===== src/rtl/rxpybitpack.sv =====
// Receive payload packer: serial decoded payload bits -> LSB-first 32-bit words written to the RX buffer.
// Latency: a full word is written 1 cycle after its 32nd bit; a partial word is flushed 1 cycle after the FSM leaves PACK.
// Backpressure: none; the decoder strobes at most one bit per cycle and every accepted bit is absorbed without stalling.
//
// Ports:
//   clk_6M, rst              : clock and synchronous active-high reset
//   dec_py_period            : payload window; a new payload starts on its rising level while idle
//   dec_pybit_valid/dec_pybit: one payload bit per strobe
//   dec_py_endp              : last-bit marker, also samples dec_pylenByte (header length in bytes)
//   rxlnctrl_addr/din/we     : one-cycle word write into the RX payload buffer
//   rxpy_bitcount            : bits accepted so far (saturates at 8191)
//   rxpy_done_p/rxpy_abort_p : completion / window-closed-early pulses
//   rxpy_lenerr/rxpy_ovf     : held status of the last payload
module rxpybitpack #(
    parameter int MAXBITS = 8192
) (
    input  logic        clk_6M,
    input  logic        rst,
    input  logic        dec_py_period,
    input  logic        dec_pybit_valid,
    input  logic        dec_pybit,
    input  logic        dec_py_endp,
    input  logic [9:0]  dec_pylenByte,
    output logic [7:0]  rxlnctrl_addr,
    output logic [31:0] rxlnctrl_din,
    output logic        rxlnctrl_we,
    output logic [12:0] rxpy_bitcount,
    output logic        rxpy_done_p,
    output logic        rxpy_lenerr,
    output logic        rxpy_ovf,
    output logic        rxpy_abort_p
);

    typedef enum logic [1:0] {IDLE, PACK, FLUSH, DONE} state_t;

    localparam logic [13:0] MAXCNT = 14'(MAXBITS);

    state_t      state;
    logic [13:0] cnt;       // one bit wider than the port so MAXBITS itself is representable
    logic [31:0] word;
    logic [9:0]  len_q;
    logic        wait_low;  // set after a completed payload: the window must close before the next one

    logic        accept;
    logic        word_full;
    logic [13:0] cnt_nxt;
    logic [31:0] word_nxt;

    assign accept    = dec_pybit_valid && (cnt < MAXCNT);
    assign word_full = accept && (cnt[4:0] == 5'd31);
    assign cnt_nxt   = accept ? cnt + 14'd1 : cnt;

    always_comb begin
        word_nxt = word;
        if (accept) begin
            word_nxt[cnt[4:0]] = dec_pybit;
        end
    end

    // A full 8192-bit payload reads back as 8191 on the 13-bit status port.
    assign rxpy_bitcount = (cnt > 14'h1FFF) ? 13'h1FFF : cnt[12:0];

    always_ff @(posedge clk_6M) begin
        if (rst) begin
            state         <= IDLE;
            cnt           <= '0;
            word          <= '0;
            len_q         <= '0;
            wait_low      <= 1'b0;
            rxlnctrl_addr <= '0;
            rxlnctrl_din  <= '0;
            rxlnctrl_we   <= 1'b0;
            rxpy_done_p   <= 1'b0;
            rxpy_lenerr   <= 1'b0;
            rxpy_ovf      <= 1'b0;
            rxpy_abort_p  <= 1'b0;
        end else begin
            rxlnctrl_we  <= 1'b0;
            rxpy_done_p  <= 1'b0;
            rxpy_abort_p <= 1'b0;

            case (state)
                IDLE: begin
                    if (!dec_py_period) begin
                        wait_low <= 1'b0;
                    end else if (!wait_low) begin
                        cnt         <= '0;
                        word        <= '0;
                        rxpy_lenerr <= 1'b0;
                        rxpy_ovf    <= 1'b0;
                        state       <= PACK;
                    end
                end

                PACK: begin
                    // The end marker wins over a closing window: the payload completes normally.
                    if (dec_py_endp || dec_py_period) begin
                        cnt <= cnt_nxt;
                        if (dec_pybit_valid && !accept) begin
                            rxpy_ovf <= 1'b1;
                        end
                        if (word_full) begin
                            rxlnctrl_we   <= 1'b1;
                            rxlnctrl_addr <= cnt[12:5];
                            rxlnctrl_din  <= word_nxt;
                            word          <= '0;
                        end else begin
                            word <= word_nxt;
                        end
                    end

                    if (dec_py_endp) begin
                        len_q <= dec_pylenByte;
                        state <= (cnt_nxt[4:0] != 5'd0) ? FLUSH : DONE;
                    end else if (!dec_py_period) begin
                        rxpy_abort_p <= 1'b1;
                        word         <= '0;
                        state        <= IDLE;
                    end
                end

                FLUSH: begin
                    // Unwritten upper bits are already zero because word clears after every write.
                    rxlnctrl_we   <= 1'b1;
                    rxlnctrl_addr <= cnt[12:5];
                    rxlnctrl_din  <= word;
                    word          <= '0;
                    state         <= DONE;
                end

                DONE: begin
                    rxpy_done_p <= 1'b1;
                    rxpy_lenerr <= (cnt != {1'b0, len_q, 3'b000});
                    wait_low    <= 1'b1;
                    state       <= IDLE;
                end

                default: state <= IDLE;
            endcase
        end
    end

endmodule


===== config.mk =====
export PLATFORM = sky130hd
export DESIGN_NAME = rxpybitpack
export DESIGN_NICKNAME = d
export VERILOG_FILES = /design/src/rtl/rxpybitpack.sv
export SDC_FILE = /design/constraint.sdc
export NUM_CORES = 1
export LEC_CHECK = 0
export ABC_AREA = 1
export CORE_AREA = 4 4 99 101
export DETAILED_ROUTE_END_ITERATION = 8
export DIE_AREA = 0 0 103 105
export GPL_TIMING_DRIVEN = 0
export PLACE_DENSITY_LB_ADDON = 0.1
export SYNTH_ARGS = -nofsm -noshare
export SYNTH_HDL_FRONTEND = slang
export SYNTH_SLANG_ARGS = --single-unit

===== constraint.sdc =====
create_clock -name clk_6M -period 5.5 [get_ports clk_6M]
set_clock_uncertainty 0.1 [all_clocks]
set_input_delay 1.1 -clock clk_6M [delete_from_list [all_inputs] [get_ports clk_6M]]
set_output_delay 1.1 -clock clk_6M [all_outputs]
set_load 0.1 [all_outputs]

==> out/qor.csv <==
stage;metric;value;unit
final_layout;area grow syn2layout;20.9;%
power;Comb pwr share;58.9;%
worst_setup_path;CP Depth;4;
route;1st-pass router iterations;5;
synthesis;Seq cells post-synth;104;
final_layout;share of cells above drive strength 1;5.84;%
synthesis;Ys Warns;0;
sta;Hold Vio Cnt, Final;0;
global_routing;vias in the first global route;5053;
floorplan;row cnt;35;
synthesis;syn_area_per_cell;6.99;um2
global_routing;largest net degree at the start of global routing;19;
hold_path;Hold/Removal Path Class;flip-flop to flip-flop;
route;DRT iter0 DRCs;440;
route;total wire length;15700;um
route;via count;5460;
route;DR DRC count;0;
clocking;Clock Tree Buf Depth;2;
final_layout;design area;6200;um2
power;P_leak;2.61;nW
worst_setup_path;Data arrival, critical path;2.52;ns
hold_path;hold path cells;2;
sta;Final TNS setup;0;ns
clocking;CTS clk-pin slew, worst paths;0.10;ns
clocking;Root Buffer;clkbuf_8;
worst_setup_path;Critical Path RT;4.30;ns
global_routing;antenna violations before repair;1;
power;worst vdd ir;0.574;mV
sta;Slew headroom;34.2;%
global_routing;first-pass GRT wire length;25500;um
hold_path;hold_sp;rxpy_lenerr;
route;DR WL/cell;16.9;um
floorplan;effective utilization at floorplan;56.9;%
sta;RSZ-0062 raised after global routing;no;
worst_setup_path;critical-path cell list;inv_2 > clkbuf_1 > nand2_1 > clkdlybuf4s50_1;
synthesis;register area share after synthesis;40.6;%
power;Clock power frac;13.6;%
floorplan;Core Area;9020;um2
final_layout;Antenna Cells;0;
outcome;status;finished, final reports clean;
final_layout;Reg area;2080;um2
final_layout;Final #Nets;842;
synthesis;Async SR Flop Fraction;0;%
power;Power Density;606;nW/um2
clocking;clock sinks;104;
sta;final setup fails;0;
synthesis;top post-synthesis cells by area;dfxtp_1 41%, a21oi_1 11%, nand2_1 10%, nand3_1 8.5%, o21ai_0 4.6%;
power;internal power;1.66;mW
synthesis;Post-Synthesis Cells;734;
worst_setup_path;CP Max Fanout;10;
placed_design;DP Wirelength;11400;um
final_layout;Non-Filler Instances;933;
sta;slack of the critical path;1.78;ns
final_layout;Filler cells;798;
worst_setup_path;crit-path max cell delay;1.14;ns
synthesis;Distinct cells, synth;34;
global_routing;Tot GR Track Use;29.7;%
floorplan;Die Width;103;um
clocking;CTS tree;built;
synthesis;synth cell count leaders;142 x nand2_1, 115 x a21oi_1, 104 x dfxtp_1;
power;Reg power frac;27.5;%
clocking;H-tree levels;3;
clocking;CTS Hold Bufs;0;
synthesis;Yosys top cell area share;40.6;%
sta;Slew @ Worst Pin;0.984;ns
clocking;clock latency on the worst-skew pair;0.37;ns
synthesis;largest area contributor in the netlist;dfxtp_1;
worst_setup_path;register-to-register setup slack;3.05;ns
worst_setup_path;WP buf/inv;3;
synthesis;top_reg_cell synth;dfxtp_1;
sta;Fmax;269;MHz
route;Via-to-Cell Ratio;5.85;
placed_design;pre-CTS setup slack;2.18;ns
sta;Tcrit/Tclk final;67.7;%
final_layout;Multi-input gate area;2640;um2
worst_setup_path;CP top delay family;buffers and inverters;
placed_design;Inst Count DP;917;
sta;post-route minimum period;3.72;ns
placed_design;RePlAce Congestion;0.912;
hold_path;Worst Hold End;rxpy_lenerr;
clocking;total CTS buffers;9;
worst_setup_path;worst r2r src;cnt[0];
worst_setup_path;r2r worst-path depth;12;
worst_setup_path;reg2reg end;rxlnctrl_din[15];
global_routing;Remaining Overflow, GRT;0;
power;NetSw;2.10;mW
worst_setup_path;CP max-delay cell;clkdlybuf4s50_1;
floorplan;Chip Height;105;um
worst_setup_path;Setup CP Type;flip-flop to output pin;
synthesis;synthesized cell area;5130;um2
sta;pins over their slew limit;0;
synthesis;Synthesized Nets;759;
floorplan;Top Ports;74;
synthesis;cell with the most instances after synthesis;nand2_1;
route;Final ANT Viol Nets;0;
clocking;cts repair resizes;0;
job;MaxCap Viol Count;0;
power;Sw Share;55.9;%
placed_design;area of placed instances;5990;um2
floorplan;Die Area;10800;um2
worst_setup_path;CP startpoint kind;flip-flop;
placed_design;input/output buffers;72;
synthesis;Post-synth EDFFs;0;
clocking;Post-CTS Setup Inserts;0;
worst_setup_path;CP Capture Type;output pin;
==> placed cells by master, fill, tap and decap left out, types with 2 or more instances in the layout <==
master             n
clkbuf_1          29
a21o_1            18
clkdlybuf4s50_1   72
nor3_1             7
nor2_2             3
buf_6              4
buf_2             10
nand2_1          142
xnor2_1            4
o21bai_1           3
a31o_2             3
xor2_1             6
nor2_1            51
inv_6              2
clkbuf_8          10
nand4_1            5
nand3_1           87
o21ai_1           23
ha_1               9
a21oi_1          115
clkinvlp_4         2
inv_1             45
inv_2              6
o21ai_0           47
dfxtp_1          104
==> metal layers <==
metal,global-route usage (%),up-vias,routed length [um]
li1,-,2642,-
met1,42.6,2526,6890
met2,46.1,255,7270
met3,3.27,35,1250
met4,9.62,2,309
met5,0,-,13
==> cell families (layout without fill, tap and decap cells) <==
| family | after synthesis | count (layout) | synth area share (%) |
|---|---|---|---|
| xor+xnor | 10 | 10 | 1.71 |
| simple gates | 301 | 301 | 25.2 |
| buf+inv | 96 | 184 | 7.92 |
| compound gates | 214 | 214 | 22.4 |
| flops | 104 | 104 | 40.6 |
| fa+ha+maj | 9 | 9 | 2.19 |
==> stage by stage <==
stage | utilization, % | total power [mW] | hold WS (ns)
2_1_floorplan | - | 2.71 | 0.355
4_1_cts | 68.8 | 3.76 | 0.384
6_report | 68.8 | 3.76 | 0.379
3_3_place_gp | 66.4 | 3.22 | 0.358
3_5_place_dp | 66.4 | 3.25 | 0.367
5_1_grt | 68.8 | 3.93 | 0.401
==> worst max path at each step <==
stage / from / end / slack (ns)
3_3_place_gp: cnt[13] / rxpy_bitcount[4] / 2.20
3_5_place_dp: cnt[13] / rxpy_bitcount[4] / 2.18
2_1_floorplan: cnt[13] / rxpy_bitcount[10] / 2.94
5_1_grt: cnt[13] / rxpy_bitcount[4] / 1.67
6_report: cnt[13] / rxpy_bitcount[4] / 1.78
4_1_cts: cnt[13] / rxpy_bitcount[4] / 1.78
==> flip-flops by register name (all words and copies together), names as in the netlist, named ones only <==
signal	count
rxlnctrl_din	32
word	32
cnt	14
len_q	10
rxlnctrl_addr	8
rxlnctrl_we	1
rxpy_abort_p	1
rxpy_done_p	1
rxpy_lenerr	1
rxpy_ovf	1
state	1
wait_low	1
==> power groups by stage <==
stage / clock network, mW / registers [mW] / logic [mW]
after CTS: 0.514 / 1.03 / 2.21
after global placement: 0 / 1.04 / 2.18
final: 0.511 / 1.03 / 2.21
after global routing: 0.543 / 1.05 / 2.33
after floorplan: 0 / 2.13 / 0.587
after detailed placement: 0 / 1.05 / 2.20
==> worst register-to-register path: stages, from the launching register on <==
cell     delay [ns]
dfxtp_1        0.46
ha_1           0.39
nand3_1        0.17
inv_1          0.09
ha_1           0.16
nand2_1        0.07
nand2_1        0.08
nand3_2        0.20
inv_2          0.12
buf_6          0.16
buf_6          0.17
o21ai_1        0.08
a21oi_1        0.15
==> final cells by class <==
class	count	share of cell area, %
Buffer	45	3.47
Clock buffer	10	2.22
Clock inverter	6	1.19
Inverter	51	3.09
Multi-Input combinational cell	534	42.6
Sequential cell	104	33.6
Tap cell	111	2.24
Timing Repair Buffer	72	11.6
Note: power is estimated with default switching activity, not from simulation.
